===== src/rtl/afe_buf_pkg.sv =====
// Shared definitions for the AFE sample buffer controller: the per-cycle
// SRAM access type and the default widths.
package afe_buf_pkg;

  localparam int DEF_ADC_DATA_WIDTH = 32;
  localparam int DEF_ADDR_WIDTH     = 10;

  typedef enum logic [1:0] {
    ACC_IDLE  = 2'd0,
    ACC_WRITE = 2'd1,
    ACC_READ  = 2'd2
  } acc_t;

endpackage


===== src/rtl/afe_buf_ptr.sv =====
// Wrapping circular-buffer pointer: counts 0..2^W-1 and back to 0, with a
// synchronous clear that overrides the increment.
module afe_buf_ptr #(
  parameter int W = afe_buf_pkg::DEF_ADDR_WIDTH
) (
  input  logic         i_clk,
  input  logic         i_rstn,
  input  logic         i_clr,
  input  logic         i_inc,
  output logic [W-1:0] o_ptr
);

  logic [W-1:0] r_ptr;

  // Natural W-bit overflow gives the DEPTH-1 -> 0 wrap.
  always_ff @(posedge i_clk) begin
    if (!i_rstn || i_clr) begin
      r_ptr <= '0;
    end else if (i_inc) begin
      r_ptr <= r_ptr + 1'b1;
    end
  end

  assign o_ptr = r_ptr;

endmodule


===== src/rtl/afe_buf_ctrl.sv =====
// Controller that runs a single-port SRAM as a circular FIFO for ADC samples:
// unstallable writes win over reads, with fill tracking, overflow and threshold events.
module afe_buf_ctrl
  import afe_buf_pkg::*;
#(
  parameter int ADC_DATA_WIDTH = DEF_ADC_DATA_WIDTH,
  parameter int ADDR_WIDTH     = DEF_ADDR_WIDTH
) (
  input  logic                      clk_i,
  input  logic                      rstn_i,
  input  logic                      cfg_en_i,
  input  logic                      cfg_clr_i,
  input  logic [ADDR_WIDTH:0]       cfg_thresh_i,
  input  logic                      adc_valid_i,
  input  logic [ADC_DATA_WIDTH-1:0] adc_data_i,
  input  logic                      rd_req_i,
  output logic                      rd_gnt_o,
  output logic                      rd_valid_o,
  output logic [ADC_DATA_WIDTH-1:0] rd_data_o,
  output logic [ADDR_WIDTH:0]       fill_o,
  output logic                      full_o,
  output logic                      empty_o,
  output logic                      ovf_o,
  output logic                      thresh_evt_o,
  output logic                      sram_cen_o,
  output logic                      sram_wen_o,
  output logic [ADDR_WIDTH-1:0]     sram_addr_o,
  output logic [ADC_DATA_WIDTH-1:0] sram_wdata_o,
  input  logic [ADC_DATA_WIDTH-1:0] sram_rdata_i
);

  localparam int                  DEPTH     = 1 << ADDR_WIDTH;
  localparam logic [ADDR_WIDTH:0] FILL_FULL = DEPTH[ADDR_WIDTH:0];
  localparam logic [ADDR_WIDTH:0] FILL_ONE  = (ADDR_WIDTH+1)'(1);

  logic [ADDR_WIDTH:0]   r_fill;
  logic                  r_ovf;
  logic                  r_rd_valid;
  logic                  r_thresh_evt;

  logic [ADDR_WIDTH-1:0] w_wptr;
  logic [ADDR_WIDTH-1:0] w_rptr;
  logic [ADDR_WIDTH:0]   w_fill_inc;
  logic                  w_full;
  logic                  w_empty;
  logic                  w_go;
  logic                  w_wr_req;
  logic                  w_wr;
  logic                  w_rd;
  logic                  w_drop;
  acc_t                  w_acc;

  assign w_full     = (r_fill == FILL_FULL);
  assign w_empty    = (r_fill == '0);
  assign w_fill_inc = r_fill + FILL_ONE;

  // Reset and clear both suppress every access and grant in their cycle.
  assign w_go     = rstn_i & ~cfg_clr_i;
  assign w_wr_req = w_go & cfg_en_i & adc_valid_i;
  assign w_wr     = w_wr_req & ~w_full;
  assign w_drop   = w_wr_req & w_full;
  assign w_rd     = w_go & rd_req_i & ~w_empty & ~w_wr;

  always_comb begin
    w_acc = ACC_IDLE;
    if (w_wr) begin
      w_acc = ACC_WRITE;
    end else if (w_rd) begin
      w_acc = ACC_READ;
    end
  end

  afe_buf_ptr #(.W(ADDR_WIDTH)) u_wptr (
    .i_clk  (clk_i),
    .i_rstn (rstn_i),
    .i_clr  (cfg_clr_i),
    .i_inc  (w_wr),
    .o_ptr  (w_wptr)
  );

  afe_buf_ptr #(.W(ADDR_WIDTH)) u_rptr (
    .i_clk  (clk_i),
    .i_rstn (rstn_i),
    .i_clr  (cfg_clr_i),
    .i_inc  (w_rd),
    .o_ptr  (w_rptr)
  );

  always_ff @(posedge clk_i) begin
    if (!rstn_i || cfg_clr_i) begin
      r_fill       <= '0;
      r_ovf        <= 1'b0;
      r_rd_valid   <= 1'b0;
      r_thresh_evt <= 1'b0;
    end else begin
      r_rd_valid   <= w_rd;
      r_thresh_evt <= w_wr && (cfg_thresh_i != '0) && (w_fill_inc == cfg_thresh_i);
      if (w_wr) begin
        r_fill <= w_fill_inc;
      end else if (w_rd) begin
        r_fill <= r_fill - FILL_ONE;
      end
      if (w_drop) begin
        r_ovf <= 1'b1;
      end
    end
  end

  // A read in flight is squashed combinationally if reset or clear lands on its data cycle.
  assign rd_gnt_o     = (w_acc == ACC_READ);
  assign rd_valid_o   = r_rd_valid & w_go;
  assign rd_data_o    = rd_valid_o ? sram_rdata_i : '0;
  assign fill_o       = r_fill;
  assign full_o       = w_full;
  assign empty_o      = w_empty;
  assign ovf_o        = r_ovf;
  assign thresh_evt_o = r_thresh_evt;

  assign sram_cen_o   = (w_acc == ACC_IDLE);
  assign sram_wen_o   = (w_acc != ACC_WRITE);
  assign sram_addr_o  = (w_acc == ACC_WRITE) ? w_wptr : w_rptr;
  assign sram_wdata_o = (w_acc == ACC_WRITE) ? adc_data_i : '0;

endmodule

===== config.mk =====
export PLATFORM = sky130hd
export DESIGN_NAME = afe_buf_ctrl
export DESIGN_NICKNAME = d
export VERILOG_FILES = /design/src/rtl/afe_buf_pkg.sv /design/src/rtl/afe_buf_ptr.sv /design/src/rtl/afe_buf_ctrl.sv
export SDC_FILE = /design/constraint.sdc
export NUM_CORES = 1
export LEC_CHECK = 0
export ABC_AREA = 1
export BUFFER_PORTS_ARGS = -buffer_cell sky130_fd_sc_hd__buf_2
export CORE_MARGIN = 2
export CORE_UTILIZATION = 48
export DETAILED_ROUTE_END_ITERATION = 7
export PLACE_DENSITY = 0.87
export RECOVER_POWER = 100
export SLEW_MARGIN = 20
export SYNTH_ARGS = -nofsm -noshare
export SYNTH_HDL_FRONTEND = slang
export SYNTH_HIERARCHICAL = 1
export SYNTH_SLANG_ARGS = --single-unit
export TNS_END_PERCENT = 50

===== constraint.sdc =====
create_clock -name clk_i -period 5.2 [get_ports clk_i]
set_input_delay 1.04 -clock clk_i [delete_from_list [all_inputs] [get_ports clk_i]]
set_output_delay 1.04 -clock clk_i [all_outputs]
set_load 0.02 [all_outputs]

==> flow_summary.toml, run 1 <==
[timing]
worst_pin_slew_ns = 0.9849
finalClockSkew_ns = 0.01187
min_period_ns = 4.355
fin_tns_setup_ns = 0
fmax_mhz = 229.6
slew_headroom_pct = 34.18
holdWs_ns = 0.5164
finalSetupViolCount = 0
hold_violations = 0
rsz0062_at_grt = "false"
finalCritPeriodShare_pct = 83.74
setup_ws_ns = 0.8454
report.final.slew_viol_count = 0

[synth]
async_flop_share_pct = 0
syn-cell-area_um2 = 2923
yosysUniqueCellTypes = 29
synth-edff-count = 0
synth_cells = 535
synth_seq_cells = 34
yosys_warnings = 6
synth_fp_nets = 620
syn_area_per_cell_um2 = 5.463
yosysSeqAreaShare_pct = 23.29
synthFlopType = "dfxtp_1"

[route]
antenna_left = 0
drt-initial-drc-count = 170
drcViolationCount = 0
wl_mm = 9.502
wl_per_cell_um = 12.17
via_per_inst = 4.883
dr_total_vias = 3814
dr.pass1.iters = 5

[clock_network]
cts-root-buf = "clkbuf_8"
clk_path_buf_depth = 2
cts_resized = 0
clk_pin_slew_worst_paths_ns = 0.08
cts_num_sinks = 34
cts_tree = "built"
clock_latency_ns = 0.29
cts_buffers = 5
post-cts-setup-buffer-count = 0
htreeDepth = 2
ctsHoldBuffers = 0

[critical_path]
reg2reg_from = "fill_o[0]"
path_max_fanout = 53
cp.arrival_ns = 3.31
timing.reg2reg.setup_slack_ns = 2.05
r2r_end = "u_rptr/o_ptr[8]"
max_stage_delay_ns = 0.48
required_ns = 4.16
reg2reg_depth = 14
crit_type = "input pin to output port"
critPathLaunchType = "input pin"
slowest_stage = "clkbuf_1"
path_cells = "clkbuf_1 > nor2_2 > clkbuf_1 > inv_1 > nor2_4 > nand2_8 > nand2_1 > inv_1 > buf_2"
cp_top_family = "buffers and inverters"
endpoint_kind = "output port"
worst-path-buf-inv = 5

[power_and_ir_drop]
combPwrFrac_pct = 19.3
p_int_mw = 0.5063
p_seq_share_pct = 38.4
p_sw_share_pct = 27.53
powerDensity_nw_per_um2 = 184.1
switchingPower_mw = 0.1923
ir_drop_v = 0.0001819
leakagePower_nw = 2.032
pwr-share-clk_pct = 42.3

[place]
dp_hpwl_mm = 7.463
pre_cts_ws_ns = 1.473
finalWeightedCongestion = 0.9560
portBuffers = 173

[min_path]
min_to = "ovf_o"
hold_start = "ovf_o"
hold_path_class = "register to register"
whs_path_depth = 1

[die]
io_pins = 174
die_w_um = 82.04
die_area_um2 = 6730
initial_core_util_pct = 49.66
fp.dieH_um = 82.04
coreArea_um2 = 5886
std_cell_rows = 28

[global_routing]
overflow = 0
grt_pass1_wl_mm = 13.99
grt_pass1_vias = 3193
grt_max_degree = 54
grt_antenna_before_repair = 1
grt_usage_pct = 26.41

[cells_and_area]
syn_to_final_growth_pct = 29.84
drive_above_1_share_pct = 15.32
layout.nets = 789

[run_status]
outcome = "finished, final reports clean"

[flow_run]
max_cap_violations = 0
[worst register-to-register path, stage by stage, from the launching register on]
cell,delay (ns)
dfxtp_1,0.37
inv_1,0.15
ha_1,0.25
nand3_4,0.11
nor2_1,0.35
nand2_4,0.12
nand2_8,0.28
inv_4,0.20
nor2_1,0.45
nand2_1,0.17
nor2_1,0.33
nand2_2,0.09
nand2_1,0.06
nand2_1,0.04
nor2_1,0.08
[routing by layer]
| layer | global-route usage [%] | wire (µm) | vias up |
|---|---|---|---|
| li1 | - | - | 1936 |
| met1 | 31.16 | 3744 | 1690 |
| met2 | 47.97 | 4812 | 176 |
| met3 | 5.055 | 808 | 12 |
| met4 | 8.000 | 137 | 0 |
| met5 | 0 | 0 | - |
[power by group through the flow]
stage	logic, mW	clock network, mW	registers (mW)
final	0.135	0.296	0.268
after global routing	0.151	0.310	0.269
after CTS	0.140	0.300	0.268
after detailed placement	0.138	0	0.274
after global placement	0.135	0	0.274
after floorplan	0.0820	0	0.275
[synthesized netlist by cell type, types with 2 or more instances]
library cell	count	area [µm²]
inv_2	2	7.510
a21oi_1	19	95.09
nand2_4	2	22.52
inv_1	108	405.4
o21ai_1	2	10.01
clkbuf_1	3	11.26
nor2_1	129	484.2
ha_1	4	50.05
nand2_2	6	37.54
nand3_1	44	220.2
buf_6	2	22.52
dfxtp_1	34	680.7
nand4_1	2	12.51
or2_2	2	12.51
nand2_1	125	469.2
o21ai_0	16	80.08
nand3_4	2	35.03
nor2_2	4	25.02
buf_2	5	25.02
xor2_1	8	70.07
nor2_4	5	56.30
buf_4	2	15.01
nor3_1	3	15.01
[final cells by class]
| cell class | instances | area, µm² |
|---|---|---|
| diodes | 1 | 2.502 |
| well taps | 75 | 93.84 |
| fillers | 610 | 2091 |
| clock inverters | 3 | 68.82 |
| multi-input cells | 378 | 1707 |
| inverters | 111 | 419.2 |
| repair buffers | 174 | 754.5 |
| clock buffers | 5 | 68.82 |
| flip-flops and latches | 34 | 680.7 |
[worst max path at each step]
stage               from                to  slack [ns]  cells past startpoint
2_1_floorplan     rstn_i  sram_wdata_o[22]        1.90                      8
3_3_place_gp   cfg_clr_i    sram_addr_o[2]        1.56                     10
3_5_place_dp      rstn_i    sram_addr_o[5]        1.47                     11
4_1_cts           rstn_i    sram_addr_o[5]        1.48                     11
5_1_grt        cfg_clr_i        sram_cen_o        0.67                      9
6_report       cfg_clr_i        sram_cen_o        0.85                      9
[state kept, by name, indices dropped and copies added, names as in the netlist]
name / cells
ovf_o: 1
u_wptr/o_ptr: 10
fill_o: 11
thresh_evt_o: 1
r_rd_valid: 1
u_rptr/o_ptr: 10
[cell usage in the layout, fill, tap and decap left out, drive strengths merged]
cell and count:
nand3 46, inv 111, nand2 134, buf 81, dfxtp 34, diode 1
nand3b 1, nor2 138, nor3 3, a22o 1, clkbuf 98, o21ai 18
clkinv 1, bufinv 2, ha 4, xor2 8, xnor2 1, a21oi 20
nand4 2, or2 2
[stage by stage]
stage | utilization [%] | instances | area (µm²) | power [mW]
2_1_floorplan | - | 535 | 2923 | 0.3573
3_3_place_gp | 64.84 | 772 | 3816 | 0.4095
3_5_place_dp | 64.84 | 772 | 3816 | 0.4125
4_1_cts | 67.18 | 780 | 3954 | 0.7079
5_1_grt | 64.48 | 781 | 3795 | 0.7299
6_report | 64.48 | 781 | 3795 | 0.6987
[kinds of logic (layout without fill, tap and decap cells)]
family | after synthesis | after routing | synth area share, %
other cells | 0 | 1 | 0
fa+ha+maj | 4 | 4 | 1.712
buf+inv | 123 | 293 | 16.87
simple gates | 326 | 326 | 48.50
xor+xnor | 9 | 9 | 2.697
flops | 34 | 34 | 23.29
compound gates | 39 | 39 | 6.935
No activity file was read; power rests on OpenSTA's default activity.
==> run 2, diff against run 1 <==
--- a/config.mk
+++ b/config.mk
@@ -5,12 +5,12 @@
 export SDC_FILE = /design/constraint.sdc
 export NUM_CORES = 1
 export LEC_CHECK = 0
-export ABC_AREA = 1
+export ABC_AREA = 0
 export BUFFER_PORTS_ARGS = -buffer_cell sky130_fd_sc_hd__buf_2
 export CORE_MARGIN = 2
-export CORE_UTILIZATION = 48
+export CORE_UTILIZATION = 39
 export DETAILED_ROUTE_END_ITERATION = 7
-export PLACE_DENSITY = 0.87
+export PLACE_DENSITY = 0.78
 export RECOVER_POWER = 100
 export SLEW_MARGIN = 20
 export SYNTH_ARGS = -nofsm -noshare
==> constraint.sdc (replaced) <==
create_clock -name clk_i -period 3.8 [get_ports clk_i]
set_input_delay 0.76 -clock clk_i [delete_from_list [all_inputs] [get_ports clk_i]]
set_output_delay 0.76 -clock clk_i [all_outputs]
set_load 0.02 [all_outputs]
==> flow_summary.toml, run 2 <==
[power_and_ir_drop]
powerDensity_nw_per_um2 = 277.5
leakagePower_nw = 1.646
ir_drop_v = 0.0001703

[place]
dp_hpwl_mm = 6.702
finalWeightedCongestion = 0.8992
portBuffers = 173

[critical_path]
crit_type = "register to output port"
critPathLaunchType = "register"
required_ns = 3.04
endpoint_kind = "output port"
path_max_fanout = 9
cp.arrival_ns = 2.71

[flow_run]
max_cap_violations = 0

[cells_and_area]
antenna_cells = 0
fin_util_pct = 52.38
final_cell_mix = "90 x clkbuf_1, 83 x buf_2, 65 x and3_1"
final_common_cell = "clkbuf_1"
syn_to_final_growth_pct = 31.33
layout.nets = 604
drive_above_1_share_pct = 19.81
largest_reg_flops = 11

[clock_network]
cts_num_sinks = 34
cts_tree = "built"
cts_buffers = 5
clock_latency_ns = 0.29
cts_resized = 0
post-cts-setup-buffer-count = 0
htreeDepth = 2
clk_path_buf_depth = 2
ctsHoldBuffers = 0
cts-root-buf = "clkbuf_8"
clk_pin_slew_worst_paths_ns = 0.08

[die]
die_area_um2 = 7551
fp.dieH_um = 86.90
die_w_um = 86.90
coreArea_um2 = 6719
std_cell_rows = 30
initial_core_util_pct = 39.89
io_pins = 174

[route]
dr.pass1.iters = 4
drt-initial-drc-count = 174
wl_per_cell_um = 14.38
dr_total_vias = 3240
drcViolationCount = 0
antenna_left = 0
via_per_inst = 5.400
wl_mm = 8.626

[timing]
fmax_mhz = 287.8
slew_headroom_pct = 49.90
finalSetupViolCount = 0
hold_violations = 0
report.final.slew_viol_count = 0
worst_pin_slew_ns = 0.7500
fin_tns_setup_ns = 0
min_period_ns = 3.475
finalClockSkew_ns = 0.006314
rsz0062_at_grt = "false"
finalCritPeriodShare_pct = 91.44

[global_routing]
grt_pass1_wl_mm = 12.79
grt_max_degree = 37
overflow = 0
grt_antenna_before_repair = 0
grt_usage_pct = 20.68
grt_pass1_vias = 2731

[min_path]
hold_path_class = "register to register"

[synth]
async_flop_share_pct = 0
yosysTopAreaCellShare_pct = 25.40
synthFlopType = "dfxtp_1"
synth_cells = 363
synth-edff-count = 0
yosysUniqueCellTypes = 47
synth.area.top_cells = "dfxtp_1 25%, and3_1 15%, nand2_1 7.3%, xnor2_1 4.2%, xor2_1 3.6%"
syn-cell-area_um2 = 2680
synth_largest_area_cell = "dfxtp_1"
synth.most_common_cell = "and3_1"
syn_area_per_cell_um2 = 7.383
yosys_warnings = 6
synth_seq_cells = 34
synth_fp_nets = 448
yosysSeqAreaShare_pct = 25.40
ys_top_cells_by_count = "65 x and3_1, 52 x nand2_1, 34 x dfxtp_1"

[run_status]
outcome = "finished, final reports clean"
run 2: changes by cell type after synthesis, moves of 8 or more:
cell,delta
inv_1,-100
nor3_1,+8
nand2_1,-73
mux2i_1,+8
nand3_1,-28
and3_1,+65
xnor2_1,+12
nor2_1,-112
clkbuf_1,+20
run 2: worst paths after layout:
| check | startpoint | slack (ns) | cells after the start | to |
|---|---|---|---|---|
| worst max-delay path | fill_o[0] | 0.33 | 7 | sram_cen_o |
| worst min register to register | u_rptr/o_ptr[9] | 0.50 | 2 | u_rptr/o_ptr[9] |
| worst max register to register | fill_o[0] | 0.64 | 9 | u_rptr/o_ptr[9] |
| worst min-delay path | u_rptr/o_ptr[9] | 0.50 | 2 | u_rptr/o_ptr[9] |
run 2: layout make-up:
cell class | instances | area [µm²]
fillers | 737 | 3199
multi-input cells | 291 | 1770
repair buffers | 177 | 780.7
flip-flops and latches | 34 | 680.7
well taps | 80 | 100.1
clock buffers | 5 | 68.82
clock inverters | 3 | 68.82
inverters | 10 | 50.05
run 2: power by group:
part	leakage (nW)	internal [mW]	switching, mW
logic	1.30	0.0828	0.107
clock network	0.0683	0.263	0.144
registers	0.274	0.362	0.0183
run 2: cells by family (layout without fill, tap and decap cells):
kind of cell,count (synthesis),count (layout),synth area share (%)
xor+xnor,25,25,8.683
fa+ha+maj,4,4,1.867
simple gates,202,202,41.74
buf+inv,38,195,6.302
mux,8,8,2.988
flops,34,34,25.40
compound gates,52,52,13.03
run 2: through the flow:
stage               cell area, µm²  hold slack (ns)  power [mW]  instances  worst slack [ns]
floorplan                     2680           0.4521      0.5123        363            0.8611
global placement              3560           0.4625      0.5863        592            0.7309
detailed placement            3560           0.4603      0.5889        592            0.6081
CTS                           3697           0.4934      0.9933        600            0.4431
global route                  3520           0.5365       1.017        600            0.2101
finish                        3520           0.4967      0.9767        600            0.3252
run 2: critical path, cell delays in order (launching register included):
cell,delay (ns)
dfxtp_1,0.39
inv_1,0.11
ha_1,0.20
or4b_1,0.54
or4_4,0.53
o221a_1,0.38
clkinv_8,0.11
buf_2,0.17
run 2: metal layers:
layer / up-vias / wire (µm) / part of all wire (%) / track usage, %
met3: 13 / 652 / 7.6 / 3.602
met1: 1471 / 3600 / 42 / 26.32
li1: 1613 / - / - / -
met2: 143 / 4240 / 49 / 36.29
met5: - / 0 / 0 / 0
met4: 0 / 132 / 1.5 / 4.688
